## config.mk

```make
export PLATFORM = sky130hd
export DESIGN_NAME = fetch_unit
export DESIGN_NICKNAME = d
export VERILOG_FILES = /design/src/rtl/fetch_pkg.sv /design/src/rtl/fetch_perf_cnt.sv /design/src/rtl/fetch_unit.sv
export SDC_FILE = /design/constraint.sdc
export NUM_CORES = 1
export LEC_CHECK = 0
export ABC_AREA = 1
export CAP_MARGIN = 40
export CORE_MARGIN = 8
export CORE_UTILIZATION = 35
export CTS_CLUSTER_DIAMETER = 150
export DETAILED_ROUTE_END_ITERATION = 8
export GPL_TIMING_DRIVEN = 1
export HOLD_SLACK_MARGIN = 0.03
export PLACE_DENSITY = 0.59
export SYNTH_ARGS = -nofsm -noshare
export SYNTH_HDL_FRONTEND = slang
export SYNTH_SLANG_ARGS = --single-unit
export TNS_END_PERCENT = 30
```

## constraint.sdc

```tcl
create_clock -name clk -period 3.9 [get_ports clk]
set_input_delay 0.78 -clock clk [delete_from_list [all_inputs] [get_ports clk]]
set_output_delay 0.78 -clock clk [all_outputs]
set_load 0.03 [all_outputs]
```

## src/rtl/fetch_pkg.sv

```systemverilog
// Shared types and constants for the instruction fetch front end.
// Optional feature macro: FETCH_PERF_CNT_EN (performance counters in fetch_unit).
package fetch_pkg;

    typedef enum logic [1:0] {
        REQ     = 2'd0,
        STALL   = 2'd1,
        DISCARD = 2'd2
    } fetch_state_t;

    localparam logic [31:0] RESET_PC_DEFAULT = 32'h1eceb000;
    localparam logic [3:0]  RMASK_WORD       = 4'b1111;

    // Fetch addresses are always whole instruction words.
    function automatic logic [31:0] word_align(input logic [31:0] addr);
        return {addr[31:2], 2'b00};
    endfunction

endpackage

```

## src/rtl/fetch_perf_cnt.sv

```systemverilog
// Saturating event counter bank for the fetch unit.
// Only instantiated when FETCH_PERF_CNT_EN is defined.
module fetch_perf_cnt (
    input  logic        clk,
    input  logic        rst,
    input  logic        inc_fetched,
    input  logic        inc_stall,
    input  logic        inc_discard,
    output logic [31:0] perf_fetched,
    output logic [31:0] perf_stall,
    output logic [31:0] perf_discard
);

    // Counters stick at all-ones instead of wrapping back to zero.
    function automatic logic [31:0] sat_inc(input logic [31:0] val, input logic inc);
        if (inc && (val != 32'hFFFF_FFFF)) begin
            return val + 32'd1;
        end
        return val;
    endfunction

    // Count pushed instructions, stall cycles and dropped responses.
    always_ff @(posedge clk or posedge rst) begin
        if (rst) begin
            perf_fetched <= '0;
            perf_stall   <= '0;
            perf_discard <= '0;
        end else begin
            perf_fetched <= sat_inc(perf_fetched, inc_fetched);
            perf_stall   <= sat_inc(perf_stall, inc_stall);
            perf_discard <= sat_inc(perf_discard, inc_discard);
        end
    end

endmodule

```

## src/rtl/fetch_unit.sv

```systemverilog
// Front-end fetch stage: walks the PC, issues one word read at a time to the
// I-cache, pushes returned instructions into instruction_q, and handles queue
// back-pressure and redirects (dropping responses that were already in flight).
// Optional feature macro: FETCH_PERF_CNT_EN adds perf_fetched/perf_stall/perf_discard.
module fetch_unit
    import fetch_pkg::*;
#(
    parameter logic [31:0] RESET_PC = RESET_PC_DEFAULT,
    parameter logic [31:0] PC_STEP  = 32'd4
) (
    input  logic        clk,
    input  logic        rst,
    output logic [31:0] ufp_addr,
    output logic [3:0]  ufp_rmask,
    input  logic [31:0] ufp_rdata,
    input  logic        ufp_resp,
    input  logic        iq_full,
    output logic        iq_push,
    output logic [31:0] iq_inst,
    output logic [31:0] iq_pc,
    output logic        iq_flush,
    input  logic        redirect_valid,
    input  logic [31:0] redirect_pc
`ifdef FETCH_PERF_CNT_EN
    ,
    output logic [31:0] perf_fetched,
    output logic [31:0] perf_stall,
    output logic [31:0] perf_discard
`endif
);

    fetch_state_t state_q, state_n;
    logic [31:0]  pc_q, pc_n;
    logic [31:0]  stale_q, stale_n;
    logic [31:0]  hold_q, hold_n;
    logic [3:0]   rmask_q, rmask_n;

    // While discarding, the cache still sees the address it was originally asked for.
    assign ufp_addr  = (state_q == DISCARD) ? stale_q : pc_q;
    assign ufp_rmask = rmask_q;

    // State, PC, stale-address, hold and request-mask registers.
    always_ff @(posedge clk or posedge rst) begin
        if (rst) begin
            state_q <= REQ;
            pc_q    <= RESET_PC;
            stale_q <= RESET_PC;
            hold_q  <= '0;
            rmask_q <= '0;
        end else begin
            state_q <= state_n;
            pc_q    <= pc_n;
            stale_q <= stale_n;
            hold_q  <= hold_n;
            rmask_q <= rmask_n;
        end
    end

    // Next-state and queue outputs; a redirect overrides every other event.
    always_comb begin
        state_n  = state_q;
        pc_n     = pc_q;
        stale_n  = stale_q;
        hold_n   = hold_q;
        iq_push  = 1'b0;
        iq_inst  = '0;
        iq_pc    = '0;
        iq_flush = 1'b0;

        if (redirect_valid) begin
            iq_flush = 1'b1;
            pc_n     = word_align(redirect_pc);
            unique case (state_q)
                REQ: begin
                    // Without a response the old request is still live and must be drained.
                    if (!ufp_resp) begin
                        state_n = DISCARD;
                        stale_n = pc_q;
                    end
                end
                STALL: begin
                    state_n = REQ;
                    hold_n  = '0;
                end
                DISCARD: state_n = DISCARD;
                default: state_n = REQ;
            endcase
        end else begin
            unique case (state_q)
                REQ: begin
                    if (ufp_resp && !iq_full) begin
                        iq_push = 1'b1;
                        iq_inst = ufp_rdata;
                        iq_pc   = pc_q;
                        pc_n    = pc_q + PC_STEP;
                    end else if (ufp_resp) begin
                        hold_n  = ufp_rdata;
                        state_n = STALL;
                    end
                end
                STALL: begin
                    if (!iq_full) begin
                        iq_push = 1'b1;
                        iq_inst = hold_q;
                        iq_pc   = pc_q;
                        pc_n    = pc_q + PC_STEP;
                        hold_n  = '0;
                        state_n = REQ;
                    end
                end
                DISCARD: begin
                    if (ufp_resp) begin
                        state_n = REQ;
                    end
                end
                default: state_n = REQ;
            endcase
        end

        // A request is presented in every state except STALL.
        rmask_n = (state_n == STALL) ? 4'b0000 : RMASK_WORD;
    end

`ifdef FETCH_PERF_CNT_EN
    logic resp_drop;
    assign resp_drop = ufp_resp &&
                       ((state_q == DISCARD) || ((state_q == REQ) && redirect_valid));

    fetch_perf_cnt u_perf (
        .clk          (clk),
        .rst          (rst),
        .inc_fetched  (iq_push),
        .inc_stall    (state_q == STALL),
        .inc_discard  (resp_drop),
        .perf_fetched (perf_fetched),
        .perf_stall   (perf_stall),
        .perf_discard (perf_discard)
    );
`endif

endmodule

```

==> flow_summary.json <==
{
  "timing.rr.start": "pc_q[3]$_DFFE_PP0P_",
  "holdPathEnd": "stale_q[18]$_DFFE_PP1P_",
  "cts-resized-gates": 0,
  "boundaryPins": 171,
  "cts.clk_slew.worst_paths_ns": 0.06,
  "min_period_over_period_pct": 89.9,
  "clockRootBuffer": "clkbuf_16",
  "p_total_mw": 3.51,
  "final_hold_viol_count": 0,
  "final_cell_mix": "nand2_1 (241), nor2_1 (167), clkdlybuf4s50_1 (132)",
  "vias": 5677,
  "initial_core_util_pct": 35.8,
  "cap_violations": 0,
  "finalWorstSetupSlack_ns": 0.395,
  "rsz0062_at_grt": "no",
  "post_cts_buffers": 0,
  "fp-row-count": 46,
  "grtUsageTotal_pct": 17.1,
  "synth_top_cell_area_share_pct": 31.4,
  "yosysUniqueCellTypes": 27,
  "crit_family": "buffers and inverters",
  "skew_ns": 0.00742,
  "tightest_slew_ns": 0.692,
  "dieHeight_um": 143,
  "reg2reg_to": "pc_q[30]$_DFFE_PP0P_",
  "pre_cts_ws_ns": 0.416,
  "hp-class": "reg -> reg",
  "die_area_um2": 20500,
  "drt_iter0_drc": 329,
  "path_max_fanout": 19,
  "finalSetupTns_ns": 0,
  "finalSetupViolations": 0,
  "io_buffers": 164,
  "grt_pass1_wl_um": 27600,
  "antenna_found_initial": 0,
  "cp_data_arrival_time_ns": 2.72,
  "yosysSeqAreaShare_pct": 42.5,
  "crit_chain": "clkdlybuf4s50_1, inv_1, nor2_1, nand2_1, inv_2, buf_4, a22oi_1, nor2_1, clkdlybuf4s50_1",
  "dr.pass1.iters": 5,
  "worst_r2r_path_depth": 10,
  "slowest_delay_ns": 0.70,
  "cts_num_sinks": 95,
  "syn_to_final_growth_pct": 35.6,
  "maxSlewHeadroom_pct": 53.8,
  "drt-vias-per-instance": 4.77,
  "clkLatencyLatePin_ns": 0.35,
  "worstHoldStart": "stale_q[18]$_DFFE_PP1P_",
  "status": "complete, no violations",
  "startpoint_type": "input pin",
  "p_leak_nw": 3.42,
  "worst_ep_required_time_ns": 3.12,
  "pwr_density_cell_nw_per_um2": 457,
  "synth_area_um2": 5660,
  "grt_max_degree": 65,
  "r2r_slack_ns": 2.05,
  "postSynthAreaPerCell_um2": 6.79,
  "gp_congestion": 0.835,
  "core-area_um2": 15800,
  "fmax_mhz": 285,
  "layout-drive-gt1-share_pct": 10.3,
  "overflow": 0,
  "dieWidth_um": 143,
  "hold_depth": 2,
  "stdcell_count": 1191,
  "diodes": 0,
  "ant_nets": 0,
  "worstSetupPathType": "in -> out",
  "hpwlAfterDp_um": 12700,
  "cp-end-kind": "output pin",
  "crit_slowest_cell": "clkdlybuf4s50_1",
  "drc": 0,
  "slew_violations": 0,
  "postRouteWirelength_um": 17700,
  "path_buf_inv": 5,
  "wl_per_cell_um": 14.9,
  "fin_util_pct": 48.5,
  "cts_tree": "built",
  "final_nets": 1040,
  "synth.area.top_cells": "dfrtp_1 (31%), nand2_1 (16%), dfstp_2 (11%), nor2_1 (11%), o21ai_1 (4.7%)",
  "grt_pass1_vias": 5287,
  "dp_cells": 1175,
  "irDropWorstVdd_uv": 214,
  "ys_ff_latch": 95,
  "numCtsBuffers": 9,
  "synth_top_cell_by_area": "dfrtp_1",
  "cts.htree.levels": 3,
  "yosys_warnings": 0,
  "syn_inst": 834,
  "post-route-min-period_ns": 3.50,
  "cts-hold-fix-buffers": 0,
  "cts.path.max_buffers": 2,
  "mostFrequentLayoutCell": "nand2_1"
}
[kinds of logic after synthesis]
group | share of synthesized area, %
compound gates | 17.7
simple gates | 31.0
other cells | 0.0662
fa+ha+maj | 0.221
flops | 42.5
buf+inv | 8.09
xor+xnor | 0.309
[power by group]
group          internal (mW)  switching, mW  total (mW)
clock                  0.494          0.393       0.888
combinational          0.465          0.738        1.20
sequential              1.26          0.159        1.42
total                   2.22           1.29        3.51
[flip-flops by register name (all words and copies together) (netlist names)]
register / flops
state_q: 2
ufp_rmask: 1
pc_q: 30
stale_q: 30
hold_q: 32
[worst min-delay path, cell delays in order, from the launching register on]
cell and delay (ns):
dfstp_2 0.37, nand2_1 0.05, o21ai_1 0.05
[how the worst max path moves through the flow]
stage                     startpoint                    end  slack [ns]  cells past startpoint
after floorplan                  rst  hold_q[0]$_DFFE_PP0P_        0.68                      1
after global placement      ufp_resp             iq_inst[2]        0.39                      9
after detailed placement    ufp_resp            iq_inst[15]        0.42                      9
after CTS                   ufp_resp             iq_inst[0]        0.40                      9
after global routing        ufp_resp            iq_inst[31]        0.19                      9
final                       ufp_resp             iq_inst[6]        0.40                      9
[through the flow]
step	instance area [µm²]	hold WS (ns)
2_1_floorplan	5670	0.454
3_3_place_gp	7380	0.463
3_5_place_dp	7380	0.465
4_1_cts	7670	0.475
5_1_grt	7670	0.480
6_report	7670	0.473
[per-layer routing]
| layer | vias to the layer above | track usage [%] | part of all wire [%] |
|---|---|---|---|
| li1 | 2936 | - | - |
| met2 | 151 | 26.5 | 43 |
| met1 | 2574 | 21.4 | 45 |
| met3 | 16 | 6.31 | 10 |
| met4 | 0 | 5.59 | 1.4 |
| met5 | - | 0 | 0 |
[cell usage after synthesis]
| cell type | count |
|---|---|
| nand2_1 | 241 |
| xor2_1 | 2 |
| dfrtp_1 | 71 |
| a31oi_1 | 1 |
| buf_4 | 10 |
| o21ai_0 | 36 |
| or2_1 | 1 |
| conb_1 | 1 |
| clkbuf_1 | 24 |
| buf_2 | 18 |
| dfstp_2 | 24 |
| buf_1 | 3 |
| a21oi_1 | 49 |
| nand3_1 | 31 |
| ha_1 | 1 |
| a22oi_1 | 32 |
| o21ai_1 | 53 |
| a21oi_2 | 1 |
| inv_1 | 45 |
| o211ai_1 | 1 |
| and2_1 | 5 |
| nor3_1 | 1 |
| nor2_1 | 168 |
| nor2_2 | 4 |
| inv_2 | 6 |
| o22ai_1 | 4 |
| o2111ai_4 | 1 |
[final cells by class]
class	count	area, µm²
Clock buffer	10	229
Clock inverter	6	61.3
Fill cell	1637	8150
Inverter	51	194
Multi-Input combinational cell	636	2820
Sequential cell	95	2410
Tap cell	216	270
Timing Repair Buffer	177	1690
No activity file was read; power rests on OpenSTA's default activity.
